$ cat config.mk
export PLATFORM = sky130hd
export DESIGN_NAME = watch_disp_scan_flat
export DESIGN_NICKNAME = d
export VERILOG_FILES = /design/src/rtl/watch_disp_scan_if.sv /design/src/rtl/watch_disp_scan.sv /design/src/flat_wrapper.sv
export SDC_FILE = /design/constraint.sdc
export NUM_CORES = 1
export LEC_CHECK = 0
export ABC_AREA = 1
export BUFFER_PORTS_ARGS = -buffer_cell sky130_fd_sc_hd__buf_2
export CAP_MARGIN = 20
export CORE_MARGIN = 2
export CORE_UTILIZATION = 24
export CTS_BUF_LIST = sky130_fd_sc_hd__clkbuf_8
export DETAILED_ROUTE_END_ITERATION = 10
export PLACE_DENSITY = 0.37
export SYNTH_ARGS = -nofsm -noshare
export SYNTH_HDL_FRONTEND = slang
export SYNTH_SLANG_ARGS = --single-unit
$ cat constraint.sdc
create_clock -name clk -period 2.8 [get_ports clk]
set_input_delay 0.56 -clock clk [delete_from_list [all_inputs] [get_ports clk]]
set_output_delay 0.56 -clock clk [all_outputs]
set_load 0.02 [all_outputs]
$ cat src/rtl/watch_disp_scan_if.sv
// watch_disp_scan_if
// Bundles the display-scan signals between the watch time/calibration
// datapath and the scan controller.
//   hour_h_i, hour_l_i, minutes_h_i, minutes_l_i : BCD time digits
//   second_led : 1 Hz square wave (colon source)
//   state_flag : 0 = run, 1..4 = calibrate minutes_l/minutes_h/hour_l/hour_h
//   seg_o      : active-low segments, bit0..6 = a..g, bit7 = dp
//   dig_sel_o  : active-low one-hot digit enables, bit0 = minutes_l
// master: datapath side (drives digits, observes display pins)
// slave : scan controller side
interface watch_disp_scan_if;
    logic [3:0] hour_h_i;
    logic [3:0] hour_l_i;
    logic [3:0] minutes_h_i;
    logic [3:0] minutes_l_i;
    logic       second_led;
    logic [2:0] state_flag;
    logic [7:0] seg_o;
    logic [3:0] dig_sel_o;

    modport master (
        output hour_h_i, hour_l_i, minutes_h_i, minutes_l_i,
        output second_led, state_flag,
        input  seg_o, dig_sel_o
    );

    modport slave (
        input  hour_h_i, hour_l_i, minutes_h_i, minutes_l_i,
        input  second_led, state_flag,
        output seg_o, dig_sel_o
    );
endinterface

$ cat src/rtl/watch_disp_scan.sv
// watch_disp_scan
// Free-running 4-digit 7-segment scan controller for a common-anode display.
// Round-robin scan minutes_l -> minutes_h -> hour_l -> hour_h, an anti-ghosting
// guard at the start of each dwell, calibration-digit blanking at BLINK_HZ and
// registered outputs (1-cycle latency from internal state).
// Ports:
//   clk  : system clock
//   rstn : asynchronous active-low reset
//   bus  : watch_disp_scan_if.slave (digits, second_led, state_flag, seg_o, dig_sel_o)
// Build option:
//   DP_COLON_EN - when defined, the hour_l digit's dp shows ~second_led
//                 (colon); otherwise dp is always off and second_led is unused.
module watch_disp_scan #(
    parameter int CLK_FRE  = 50_000_000,
    parameter int FRAME_HZ = 250,
    parameter int GUARD    = 16,
    parameter int BLINK_HZ = 2
) (
    input  logic                clk,
    input  logic                rstn,
    watch_disp_scan_if.slave    bus
);
    localparam int DWELL = CLK_FRE / (4 * FRAME_HZ);
    localparam int HALF  = CLK_FRE / (2 * BLINK_HZ);

    localparam logic [25:0] DWELL_LAST = 26'(DWELL - 1);
    localparam logic [25:0] HALF_LAST  = 26'(HALF - 1);
    localparam logic [25:0] GUARD_CNT  = 26'(GUARD);

    logic [25:0]      cnt;
    logic [25:0]      blink_cnt;
    logic [1:0]       idx;
    logic             blink_ph;
    logic [3:0][3:0]  snap;      // indexed by idx: 0 = minutes_l .. 3 = hour_h
    logic [7:0]       seg_q;
    logic [3:0]       sel_q;
    logic [7:0]       seg_d;
    logic [3:0]       sel_d;
    logic             dwell_end;

    function automatic logic [6:0] bcd_to_seg(input logic [3:0] d);
        logic [6:0] s;
        case (d)
            4'd0:    s = 7'h40;
            4'd1:    s = 7'h79;
            4'd2:    s = 7'h24;
            4'd3:    s = 7'h30;
            4'd4:    s = 7'h19;
            4'd5:    s = 7'h12;
            4'd6:    s = 7'h02;
            4'd7:    s = 7'h78;
            4'd8:    s = 7'h00;
            4'd9:    s = 7'h10;
            default: s = 7'h3F;  // non-BCD shows '-'
        endcase
        return s;
    endfunction

    assign dwell_end = (cnt == DWELL_LAST);

    always_comb begin
        seg_d      = 8'hFF;
        seg_d[6:0] = bcd_to_seg(snap[idx]);
        // state_flag is compared live so a calibration change shows next cycle
        if ((bus.state_flag == ({1'b0, idx} + 3'd1)) && blink_ph)
            seg_d[6:0] = 7'h7F;
`ifdef DP_COLON_EN
        // colon is never blanked by calibration blink
        if (idx == 2'd2)
            seg_d[7] = ~bus.second_led;
`endif
        sel_d = (cnt < GUARD_CNT) ? 4'hF : ~(4'b0001 << idx);
    end

`ifndef DP_COLON_EN
    logic unused_second_led;
    assign unused_second_led = bus.second_led;
`endif

    always_ff @(posedge clk or negedge rstn) begin
        if (!rstn) begin
            cnt       <= '0;
            idx       <= '0;
            blink_cnt <= '0;
            blink_ph  <= 1'b0;
            snap      <= '0;
            seg_q     <= 8'hFF;
            sel_q     <= 4'hF;
        end else begin
            seg_q <= seg_d;
            sel_q <= sel_d;

            if (dwell_end) begin
                cnt <= '0;
                idx <= idx + 2'd1;
            end else begin
                cnt <= cnt + 26'd1;
            end

            // load on the last cycle of hour_h so the next frame is coherent
            if (dwell_end && (idx == 2'd3)) begin
                snap[0] <= bus.minutes_l_i;
                snap[1] <= bus.minutes_h_i;
                snap[2] <= bus.hour_l_i;
                snap[3] <= bus.hour_h_i;
            end

            if (blink_cnt == HALF_LAST) begin
                blink_cnt <= '0;
                blink_ph  <= ~blink_ph;
            end else begin
                blink_cnt <= blink_cnt + 26'd1;
            end
        end
    end

    assign bus.seg_o     = seg_q;
    assign bus.dig_sel_o = sel_q;
endmodule

$ cat src/flat_wrapper.sv
// flat-port wrapper written by rule: the top's interface ports become plain ports
module watch_disp_scan_flat 
#(
    parameter int CLK_FRE  = 50_000_000,
    parameter int FRAME_HZ = 250,
    parameter int GUARD    = 16,
    parameter int BLINK_HZ = 2
)
  (clk, rstn, bus_hour_h_i, bus_hour_l_i, bus_minutes_h_i, bus_minutes_l_i, bus_second_led, bus_state_flag, bus_seg_o, bus_dig_sel_o);
  watch_disp_scan_if bus_i ();
  input  logic clk;
  input  logic rstn;
  input wire logic [$bits(bus_i.hour_h_i)-1:0] bus_hour_h_i;
  input wire logic [$bits(bus_i.hour_l_i)-1:0] bus_hour_l_i;
  input wire logic [$bits(bus_i.minutes_h_i)-1:0] bus_minutes_h_i;
  input wire logic [$bits(bus_i.minutes_l_i)-1:0] bus_minutes_l_i;
  input wire logic [$bits(bus_i.second_led)-1:0] bus_second_led;
  input wire logic [$bits(bus_i.state_flag)-1:0] bus_state_flag;
  output wire logic [$bits(bus_i.seg_o)-1:0] bus_seg_o;
  output wire logic [$bits(bus_i.dig_sel_o)-1:0] bus_dig_sel_o;
  assign bus_i.hour_h_i = bus_hour_h_i;
  assign bus_i.hour_l_i = bus_hour_l_i;
  assign bus_i.minutes_h_i = bus_minutes_h_i;
  assign bus_i.minutes_l_i = bus_minutes_l_i;
  assign bus_i.second_led = bus_second_led;
  assign bus_i.state_flag = bus_state_flag;
  assign bus_seg_o = bus_i.seg_o;
  assign bus_dig_sel_o = bus_i.dig_sel_o;
  watch_disp_scan #(.CLK_FRE(CLK_FRE), .FRAME_HZ(FRAME_HZ), .GUARD(GUARD), .BLINK_HZ(BLINK_HZ)) u_core (.clk(clk), .rstn(rstn), .bus(bus_i));
endmodule
==> flow_metrics.py, run 1 <==
metrics = {
    "pwr": {
        "p_sw_frac": 0.239,
        "p_int_uw": 1610,
        "p_sw_uw": 506,
        "power.density_mw_per_mm2": 397,
        "p_leak_uw": 0.00258,
        "pwr-share-seq": 0.560,
        "p_comb_frac": 0.022,
        "p_clk_frac": 0.419,
        "max-vdd-ir-drop_v": 0.000188,
    },
    "timing": {
        "fmax_mhz": 494,
        "tightest_slew_ns": 0.638,
        "max_slew_margin": 0.575,
        "clock_skew_ns": 0.00853,
        "finalWorstPathRequiredPeriod_ns": 2.03,
        "setup_viol": 0,
        "hold_violations": 0,
        "rsz0062_at_grt": "no",
        "slew_violations": 0,
        "fin_tns_setup_ns": 0,
        "period_share": 0.723,
    },
    "routing": {
        "num_vias": 3900,
        "drc": 0,
        "dr.pass1.iters": 4,
        "drt_iter0_drc": 192,
        "post_drt_wl_per_cell_um": 12.3,
        "drtAntennaViolNets": 0,
        "drt-total-wl_um": 11700,
        "via_per_inst": 4.09,
    },
    "finish": {
        "n_antenna_cell": 0,
        "postLayoutCellArea_sq_mm": 0.00533,
        "nNetsFinal": 721,
        "area_growth_syn_to_layout_pct": 14.3,
        "drive_gt1_frac": 0.115,
    },
    "clock_network": {
        "postCtsSetupBuffers": 0,
        "ctsRootBufferMaster": "clkbuf_8",
        "htree_levels": 3,
        "hold_buffers": 0,
        "clock_sinks": 82,
        "cts_buffer_depth": 2,
        "cts_made_buffers": 9,
        "cts_tree": "yes",
        "clk_pin_slew_ns": 0.09,
        "clk_latency_ns": 0.36,
        "ctsResizeCount": 0,
    },
    "worst_setup_path": {
        "worst_setup_path_end_kind": "flop",
        "cp_max_fo": 14,
        "critPathTopFamily": "flip-flops",
        "critPathLaunchType": "flop",
        "path_cells": "inv_2, ha_1, inv_1, o21ai_0, nor3_1, nor2_1, nand2_1",
        "max_stage_delay_ns": 0.68,
        "slowest_stage": "dfrtp_1",
        "cp.arrival_ns": 2.33,
        "worstSetupPathType": "flop to flop",
        "cp.buffers_inverters": 2,
        "worst_ep_required_time_ns": 3.11,
    },
    "floorplanning": {
        "die_h_um": 143,
        "die_x_um": 143,
        "start_util": 0.246,
        "core_area_sq_mm": 0.0189,
        "io_pins": 34,
        "die_area_sq_mm": 0.0205,
        "rows": 50,
    },
    "yosys": {
        "yosys_warnings": 0,
        "syn_nets": 683,
        "ys_seq_elements": 82,
        "synth_area_leader_cell": "dfrtp_1",
        "yosys.area.top_type_share": 0.382,
        "syn_inst": 650,
        "syn_area_sq_mm": 0.00466,
        "synth_area_leaders": "dfrtp_1, nand2_1, nor2_1, inv_1, dfstp_2",
        "synth.distinct_cells": 29,
        "synth.avg_cell_area_sq_um": 7.16,
        "yosysSeqAreaShare": 0.444,
    },
    "place": {
        "place_area_sq_mm": 0.00513,
        "gp_congestion": 0.791,
        "post-dp-hpwl_um": 8900,
        "io_buffers": 31,
    },
    "grt": {
        "grt_pass1_wl_um": 19700,
        "grt.total_usage": 0.123,
        "grt_pass1_vias": 3921,
        "gr-total-overflow": 0,
        "grt_max_degree": 44,
        "antenna_found_initial": 0,
    },
    "run_status": {
        "outcome": "finished, final reports clean",
    },
    "run": {
        "max_cap_violations": 0,
    },
    "worst_hold_path": {
        "hold_path_class": "input port to asynchronous set/reset pin",
    },
}
==> metal layers <==
layer  GRT usage  vias up  share of wire
met5           0        -              0
met4      0.0382        0         0.0036
li1            -     2078              -
met3      0.0267        2          0.017
met2       0.200       31           0.48
met1       0.165     1789           0.50
==> cells in the final DEF, fill, tap and decap left out, drive strengths merged, types with 2 or more instances in the layout <==
| cell | count |
|---|---|
| nor3 | 10 |
| clkinvlp | 2 |
| dfstp | 11 |
| clkinv | 3 |
| nand2 | 224 |
| nor2 | 121 |
| nand3b | 2 |
| inv | 87 |
| ha | 11 |
| o211ai | 2 |
| nand3 | 46 |
| dfrtp | 71 |
| buf | 35 |
| clkbuf | 9 |
| xor2 | 23 |
| o21ai | 8 |
| nand4 | 22 |
| xnor2 | 2 |
==> layout make-up <==
class	count	area, sq um
Fill cell	2126	13600
Multi-Input combinational cell	474	2220
Sequential cell	82	2070
Tap cell	260	325
Inverter	86	323
Timing Repair Buffer	35	200
Clock buffer	9	124
Clock inverter	7	71.3
==> power by group through the flow <==
stage,sequential [uW],clock [uW],combinational [uW]
finish,1180,886,46.1
global route,1180,981,53.8
floorplan,1210,0,4.13
detailed placement,1210,0,49.0
global placement,1210,0,48.8
CTS,1180,940,49.2
==> cells by family (layout without fill, tap and decap cells) <==
family          Yosys count  after routing  share of synthesized area
simple gates            426            426                      0.386
xor+xnor                 25             25                     0.0470
compound gates           11             11                     0.0129
fa+ha+maj                11             11                     0.0296
flops                    82             82                      0.444
other cells               1              1                   0.000805
buf+inv                  94            137                     0.0806
==> path summary, 6_finish.rpt <==
check,start,end,slack [ns],cells after the start
worst max register to register,u_core.idx[0],u_core.bus.seg_o[2],0.77,7
max in group asynchronous,rstn,u_core.bus.dig_sel_o[3],1.95,2
worst min register to register,u_core.blink_cnt[0],u_core.blink_cnt[0],0.47,1
worst min-delay path,rstn,u_core.blink_cnt[24],0.22,1
worst max-delay path,u_core.idx[0],u_core.bus.seg_o[2],0.77,7
min in group clk,bus_minutes_l_i[0],u_core.snap[0],0.45,3
==> flip-flops by register name (all words and copies together), names as in the netlist <==
| register | count |
|---|---|
| u_core.bus.dig_sel_o | 4 |
| u_core.blink_cnt | 26 |
| u_core.bus.seg_o | 7 |
| u_core.cnt | 26 |
| u_core.idx | 2 |
| u_core.blink_ph | 1 |
| u_core.snap | 16 |
==> worst register-to-register path: cells and delay by family, from the launching register on <==
family | cells | cell delay [ns]
compound gates | 1 | 0.08
fa+ha+maj | 1 | 0.36
buf+inv | 2 | 0.32
flops | 1 | 0.68
simple gates | 3 | 0.55
==> cell usage after synthesis <==
cell type  number
nand4_1        22
nand3b_1        2
clkbuf_1        1
nor2_8          1
buf_6           1
dfrtp_1        71
nor2_2          4
nor2_4          1
inv_1          79
and2_1          1
xor2_1         23
a21oi_1         1
buf_4           3
nand3_2         1
nand2_1       220
conb_1          1
o211ai_1        2
nand3_1        44
o21ai_0         5
inv_2           7
nor3_1         10
ha_1           11
nand2_2         4
o21ai_1         3
xnor2_1         2
nor2_1        115
nand3_4         1
buf_2           3
dfstp_2        11
==> stage by stage <==
step | power [uW] | hold slack, ns | utilization | instances | worst slack (ns)
after floorplan | 1210 | 0.264 | - | 650 | 1.30
after global routing | 2220 | 0.234 | 0.282 | 953 | 0.503
after detailed placement | 1260 | 0.458 | 0.272 | 937 | 0.828
after global placement | 1260 | 0.457 | 0.272 | 937 | 0.820
after CTS | 2170 | 0.202 | 0.282 | 953 | 0.786
final | 2120 | 0.216 | 0.282 | 953 | 0.774
Power figures use the tool's default switching activity.
==> inputs of run 2 (changes only) <==
ABC_AREA = 0   (was 1)
PLACE_DENSITY = 0.38   (was 0.37)
clock period = 1.8 ns   (was 2.8 ns; I/O delays follow)
==> flow_metrics.py, run 2 <==
metrics = {
    "clock_network": {
        "htree_levels": 3,
        "clk_pin_slew_ns": 0.08,
        "cts_made_buffers": 9,
        "ctsRootBufferMaster": "clkbuf_8",
        "cts_tree": "yes",
        "clock_sinks": 82,
        "hold_buffers": 0,
        "cts_buffer_depth": 2,
        "clk_latency_ns": 0.37,
    },
    "routing": {
        "via_per_inst": 4.15,
        "num_vias": 2688,
        "post_drt_wl_per_cell_um": 13.2,
        "drc": 0,
        "drtAntennaViolNets": 0,
        "dr.pass1.iters": 4,
        "drt_iter0_drc": 129,
        "drt-total-wl_um": 8530,
    },
    "yosys": {
        "synth_area_leader_cell": "dfrtp_1",
        "yosysSeqAreaShare": 0.536,
        "synthAdderAreaFrac": 0.0357,
        "synth-edff-count": 0,
        "syn_nets": 373,
        "synth.avg_cell_area_sq_um": 11.3,
        "synthTopCellsByCount": "dfrtp_1, nor2_1, xnor2_1",
        "synth-compound-area-share": 0.0237,
        "synthSimpleGateAreaFrac": 0.181,
        "synthArstFlopShare": 1.00,
        "synth_top_family_by_area": "simple AND/OR/NAND/NOR gates",
        "synth.distinct_cells": 39,
        "synthFlopType": "dfrtp_1",
        "yosys.area.top_type_share": 0.461,
        "synth_most_common_cell": "dfrtp_1",
        "ys_seq_elements": 82,
        "syn_area_sq_mm": 0.00385,
        "synth_area_leaders": "dfrtp_1, dfstp_2, xnor2_1, mux2_2, xor2_1",
        "syn_inst": 340,
        "synthMuxAreaShare": 0.0834,
        "yosys_warnings": 0,
        "yosys.area_share.xor_xnor": 0.107,
    },
    "finish": {
        "area_growth_syn_to_layout_pct": 31.4,
        "n_antenna_cell": 0,
        "multi_input_area_sq_mm": 0.00183,
        "area.sequential_sq_mm": 0.00207,
        "final_common_cell": "dfrtp_1",
        "postLayoutCellArea_sq_mm": 0.00506,
        "drive_gt1_frac": 0.357,
        "stdcell_count": 647,
        "nNetsFinal": 459,
        "top_regs": "u_core.blink_cnt x26, u_core.cnt x26, u_core.snap x16",
        "nFillCells": 1628,
        "final_cell_mix": "dfrtp_1, buf_4, nor2_1",
    },
    "grt": {
        "grt_pass1_wl_um": 14400,
        "grtUsageMet3": 0.0407,
        "antenna_found_initial": 0,
        "grt_max_degree": 83,
        "met1_usage": 0.140,
        "grt.busiest_layer": "met2",
        "grt_pass1_vias": 2883,
        "gr-total-overflow": 0,
        "grt.total_usage": 0.111,
        "grtUsageMet2": 0.180,
    },
    "floorplanning": {
        "die_x_um": 131,
        "start_util": 0.244,
        "rows": 46,
        "die_h_um": 131,
        "core_area_sq_mm": 0.0158,
        "io_pins": 34,
        "die_area_sq_mm": 0.0171,
    },
    "pwr": {
        "totalPowerFinal_uw": 3270,
        "p_leak_uw": 0.00232,
        "power.density_mw_per_mm2": 647,
        "max-vdd-ir-drop_v": 0.000303,
    },
    "run_status": {
        "outcome": "complete, but fails checks",
        "violations": "negative setup slack",
    },
    "place": {
        "post-dp-hpwl_um": 5820,
        "gp_congestion": 0.712,
        "io_buffers": 31,
        "place_area_sq_mm": 0.00466,
        "place_ws_ns": -0.165,
        "dp.cells": 625,
    },
    "worst_setup_path": {
        "worstSetupPathType": "flop to flop",
        "worst_setup_path_end_kind": "flop",
        "path_cells": "or4_4, nor2_4, and2_4, buf_12, mux2_4",
        "cp_max_fo": 8,
        "max_stage_delay_ns": 0.58,
        "worst_ep_required_time_ns": 2.05,
        "cp.arrival_ns": 2.09,
        "slowest_stage": "or4_4",
        "critPathLaunchType": "flop",
    },
    "timing": {
        "hold_violations": 0,
        "clock_skew_ns": 0.0118,
        "finalWorstPathRequiredPeriod_ns": 1.84,
        "setup_viol": 17,
        "slew_violations": 0,
        "period_share": 1.02,
        "setup_slack_ns": -0.0429,
        "fmax_mhz": 543,
        "rsz0062_at_grt": "yes",
    },
    "run": {
        "max_cap_violations": 0,
    },
    "worst_hold_path": {
        "hold_path_class": "input port to asynchronous set/reset pin",
    },
}
==> run 2: cell type report <==
| type | instances | area share |
|---|---|---|
| clock buffers | 11 | 0.0299 |
| clock inverters | 5 | 0.00939 |
| inverters | 14 | 0.0109 |
| multi-input cells | 233 | 0.362 |
| flip-flops and latches | 82 | 0.408 |
| well taps | 216 | 0.0534 |
| repair buffers | 86 | 0.126 |
==> run 2: where the power goes <==
| part | switching (uW) | internal [uW] | leakage (uW) |
|---|---|---|---|
| clock network | 659 | 703 | 0.000112 |
| registers | 0 | 1840 | 0.00108 |
| logic | 47.3 | 23.1 | 0.00113 |
==> run 2: metal layers <==
| metal | vias up | routed length, um |
|---|---|---|
| met5 | - | 0 |
| met4 | 0 | 100 |
| met3 | 8 | 297 |
| met2 | 27 | 4110 |
| met1 | 1312 | 4020 |
| li1 | 1341 | - |
==> run 2: path summary, 6_finish.rpt <==
path,start,to,slack (ns),cells past startpoint
setup / recovery,u_core.cnt[13],u_core.snap[0],-0.04,5
hold / removal,rstn,u_core.blink_cnt[19],0.01,2
setup reg to reg,u_core.cnt[13],u_core.snap[0],-0.04,5
hold reg to reg,u_core.blink_cnt[25],u_core.blink_cnt[25],0.47,1
max in group asynchronous,rstn,u_core.bus.dig_sel_o[2],1.40,2
min in group clk,bus_minutes_l_i[2],u_core.snap[2],0.22,2
==> run 2: worst max-delay path: cells and delay by family (launching register included) <==
kind | cells | cell delay (ns)
buf+inv | 1 | 0.15
simple gates | 3 | 0.91
mux | 1 | 0.30
flops | 1 | 0.39
==> run 2: kinds of logic (layout without fill, tap and decap cells) <==
| logic type | count (synthesis) | count (layout) |
|---|---|---|
| XOR/XNOR | 47 | 47 |
| other | 1 | 1 |
| AO/OA/AOI/OAI | 16 | 16 |
| multiplexers | 25 | 25 |
| AND/OR/NAND/NOR | 133 | 133 |
| buffers and inverters | 25 | 116 |
| adder cells (fa/ha/maj) | 11 | 11 |
| flip-flops | 82 | 82 |
==> run 2: timing repair <==
item | 4_1_cts | 5_1_grt
gates resized for setup | 17 | 22
buffers inserted | 0 | 5
pin swaps | 5 | 7
setup endpoints to repair | 28 | 52
cloned | 1 | 0
hold endpoints to repair | 0 | 0
==> run 2: per-stage QoR <==
stage,util,hold slack (ns),TNS [ns]
3_3_place_gp,0.295,0.440,-2.72
4_1_cts,0.314,0.0171,-0.682
3_5_place_dp,0.295,0.440,-2.55
2_1_floorplan,-,0.0644,-0.522
5_1_grt,0.321,0.0281,-2.33
6_report,0.321,0.0140,-0.505
==> inputs of run 3 (changes only) <==
CTS_BUF_LIST = sky130_fd_sc_hd__clkbuf_4 sky130_fd_sc_hd__clkbuf_8 sky130_fd_sc_hd__clkbuf_16   (was sky130_fd_sc_hd__clkbuf_8)
==> flow_metrics.py, run 3 (synthesis results as in run 2) <==
metrics = {
    "grt": {
        "gr-total-overflow": 0,
        "grt_pass1_vias": 2837,
        "grt.total_usage": 0.109,
        "antenna_found_initial": 0,
        "grt_pass1_wl_um": 14300,
        "grt_max_degree": 83,
    },
    "routing": {
        "drt-total-wl_um": 8360,
        "num_vias": 2672,
        "post_drt_wl_per_cell_um": 12.9,
        "drtAntennaViolNets": 0,
        "via_per_inst": 4.12,
        "dr.pass1.iters": 4,
        "drc": 0,
        "drt_iter0_drc": 94,
    },
    "run_status": {
        "violations": "negative setup slack",
        "outcome": "complete, but fails checks",
    },
    "timing": {
        "fmax_mhz": 545,
        "setup_viol": 17,
        "rsz0062_at_grt": "yes",
        "finalWorstPathRequiredPeriod_ns": 1.84,
        "clock_skew_ns": 0.00704,
        "setup_slack_ns": -0.0357,
        "period_share": 1.02,
        "hold_violations": 0,
        "fin_hold_ws_ns": 0.0500,
        "slew_violations": 0,
    },
    "worst_setup_path": {
        "max_stage_delay_ns": 0.57,
        "cp_max_fo": 8,
        "cp.arrival_ns": 2.05,
        "slowest_stage": "or4_4",
        "worstSetupPathType": "flop to flop",
        "path_cells": "or4_4, nor2_4, and2_4, buf_12, mux2_4",
        "worst_setup_path_end_kind": "flop",
        "worst_ep_required_time_ns": 2.02,
        "critPathTopFamily": "simple AND/OR/NAND/NOR gates",
        "critPathLaunchType": "flop",
        "cp.buffers_inverters": 1,
    },
    "finish": {
        "nNetsFinal": 460,
        "nFillCells": 1609,
        "area.sequential_sq_mm": 0.00207,
        "final_common_cell": "dfrtp_1",
        "n_antenna_cell": 0,
        "top_regs": "u_core.blink_cnt x26, u_core.cnt x26, u_core.snap x16",
        "drive_gt1_frac": 0.359,
        "final_cell_mix": "dfrtp_1, buf_4, nor2_1",
        "area_growth_syn_to_layout_pct": 33.6,
        "multi_input_area_sq_mm": 0.00181,
        "postLayoutCellArea_sq_mm": 0.00515,
    },
    "floorplanning": {
        "start_util": 0.244,
        "rows": 46,
        "die_x_um": 131,
        "die_h_um": 131,
        "die_area_sq_mm": 0.0171,
        "core_area_sq_mm": 0.0158,
        "io_pins": 34,
    },
    "pwr": {
        "totalPowerFinal_uw": 3790,
        "power.density_mw_per_mm2": 736,
        "max-vdd-ir-drop_v": 0.000491,
        "p_leak_uw": 0.00236,
    },
    "clock_network": {
        "clock_sinks": 82,
        "clk_pin_slew_ns": 0.06,
        "ctsRootBufferMaster": "clkbuf_16",
        "hold_buffers": 0,
        "cts_tree": "yes",
        "clk_latency_ns": 0.34,
        "cts_buffer_depth": 2,
        "cts_made_buffers": 9,
        "htree_levels": 3,
    },
    "place": {
        "io_buffers": 31,
        "post-dp-hpwl_um": 5820,
        "place_ws_ns": -0.165,
        "place_area_sq_mm": 0.00466,
        "gp_congestion": 0.712,
    },
    "run": {
        "max_cap_violations": 0,
    },
    "worst_hold_path": {
        "hold_path_class": "input port to asynchronous set/reset pin",
    },
}
==> run 3: changes by cell type in the layout (fill, tap and decap cells not counted), moves of 2 or more <==
cell | before | now
inv_1 | 15 | 13
clkbuf_8 | 11 | 2
buf_4 | 49 | 51
clkbuf_4 | 0 | 2
clkbuf_16 | 0 | 9
==> run 3: where the power goes <==
group | switching [uW] | internal (uW)
Sequential | 0 | 1840
Clock | 701 | 1180
Combinational | 47.0 | 23.1
Total | 748 | 3040
==> run 3: repair_timing <==
action | in CTS | in global routing
gates cloned | 1 | 0
pin swaps | 5 | 5
resized for setup | 17 | 16
setup buffers | 0 | 6
setup endpoints to repair | 28 | 52
==> run 3: final timing paths <==
| path | from | to | slack (ns) | depth (start not counted) |
|---|---|---|---|---|
| setup / recovery | u_core.cnt[12] | u_core.snap[0] | -0.04 | 5 |
| hold / removal | rstn | u_core.blink_cnt[18] | 0.05 | 2 |
| setup reg to reg | u_core.cnt[12] | u_core.snap[0] | -0.04 | 5 |
| hold reg to reg | u_core.blink_cnt[25] | u_core.blink_cnt[25] | 0.47 | 1 |
| max in group asynchronous | rstn | u_core.bus.dig_sel_o[2] | 1.37 | 2 |
| min in group clk | bus_minutes_l_i[2] | u_core.snap[2] | 0.25 | 2 |
==> run 3: per-layer routing <==
| layer | vias to the layer above | share of wire | wire length [um] | track usage |
|---|---|---|---|---|
| met2 | 28 | 0.48 | 4000 | 0.177 |
| met4 | 0 | 0.013 | 106 | 0.0338 |
| met3 | 9 | 0.030 | 255 | 0.0371 |
| met1 | 1294 | 0.48 | 4000 | 0.139 |
| met5 | - | 0 | 0 | 0 |
| li1 | 1341 | - | - | - |
==> run 3: final cells by class <==
| type | instances | area share |
|---|---|---|
| Timing Repair Buffer | 87 | 0.125 |
| Inverter | 14 | 0.0102 |
| Tap cell | 216 | 0.0525 |
| Clock inverter | 3 | 0.00777 |
| Multi-Input combinational cell | 233 | 0.352 |
| Clock buffer | 13 | 0.0520 |
| Sequential cell | 82 | 0.401 |
==> run 3: per-stage QoR <==
| step | cells | TNS [ns] | utilization |
|---|---|---|---|
| after floorplan | 340 | -0.522 | - |
| after global placement | 625 | -2.72 | 0.295 |
| after detailed placement | 625 | -2.55 | 0.295 |
| after CTS | 642 | -0.665 | 0.321 |
| after global routing | 648 | -1.54 | 0.327 |
| final | 648 | -0.386 | 0.327 |
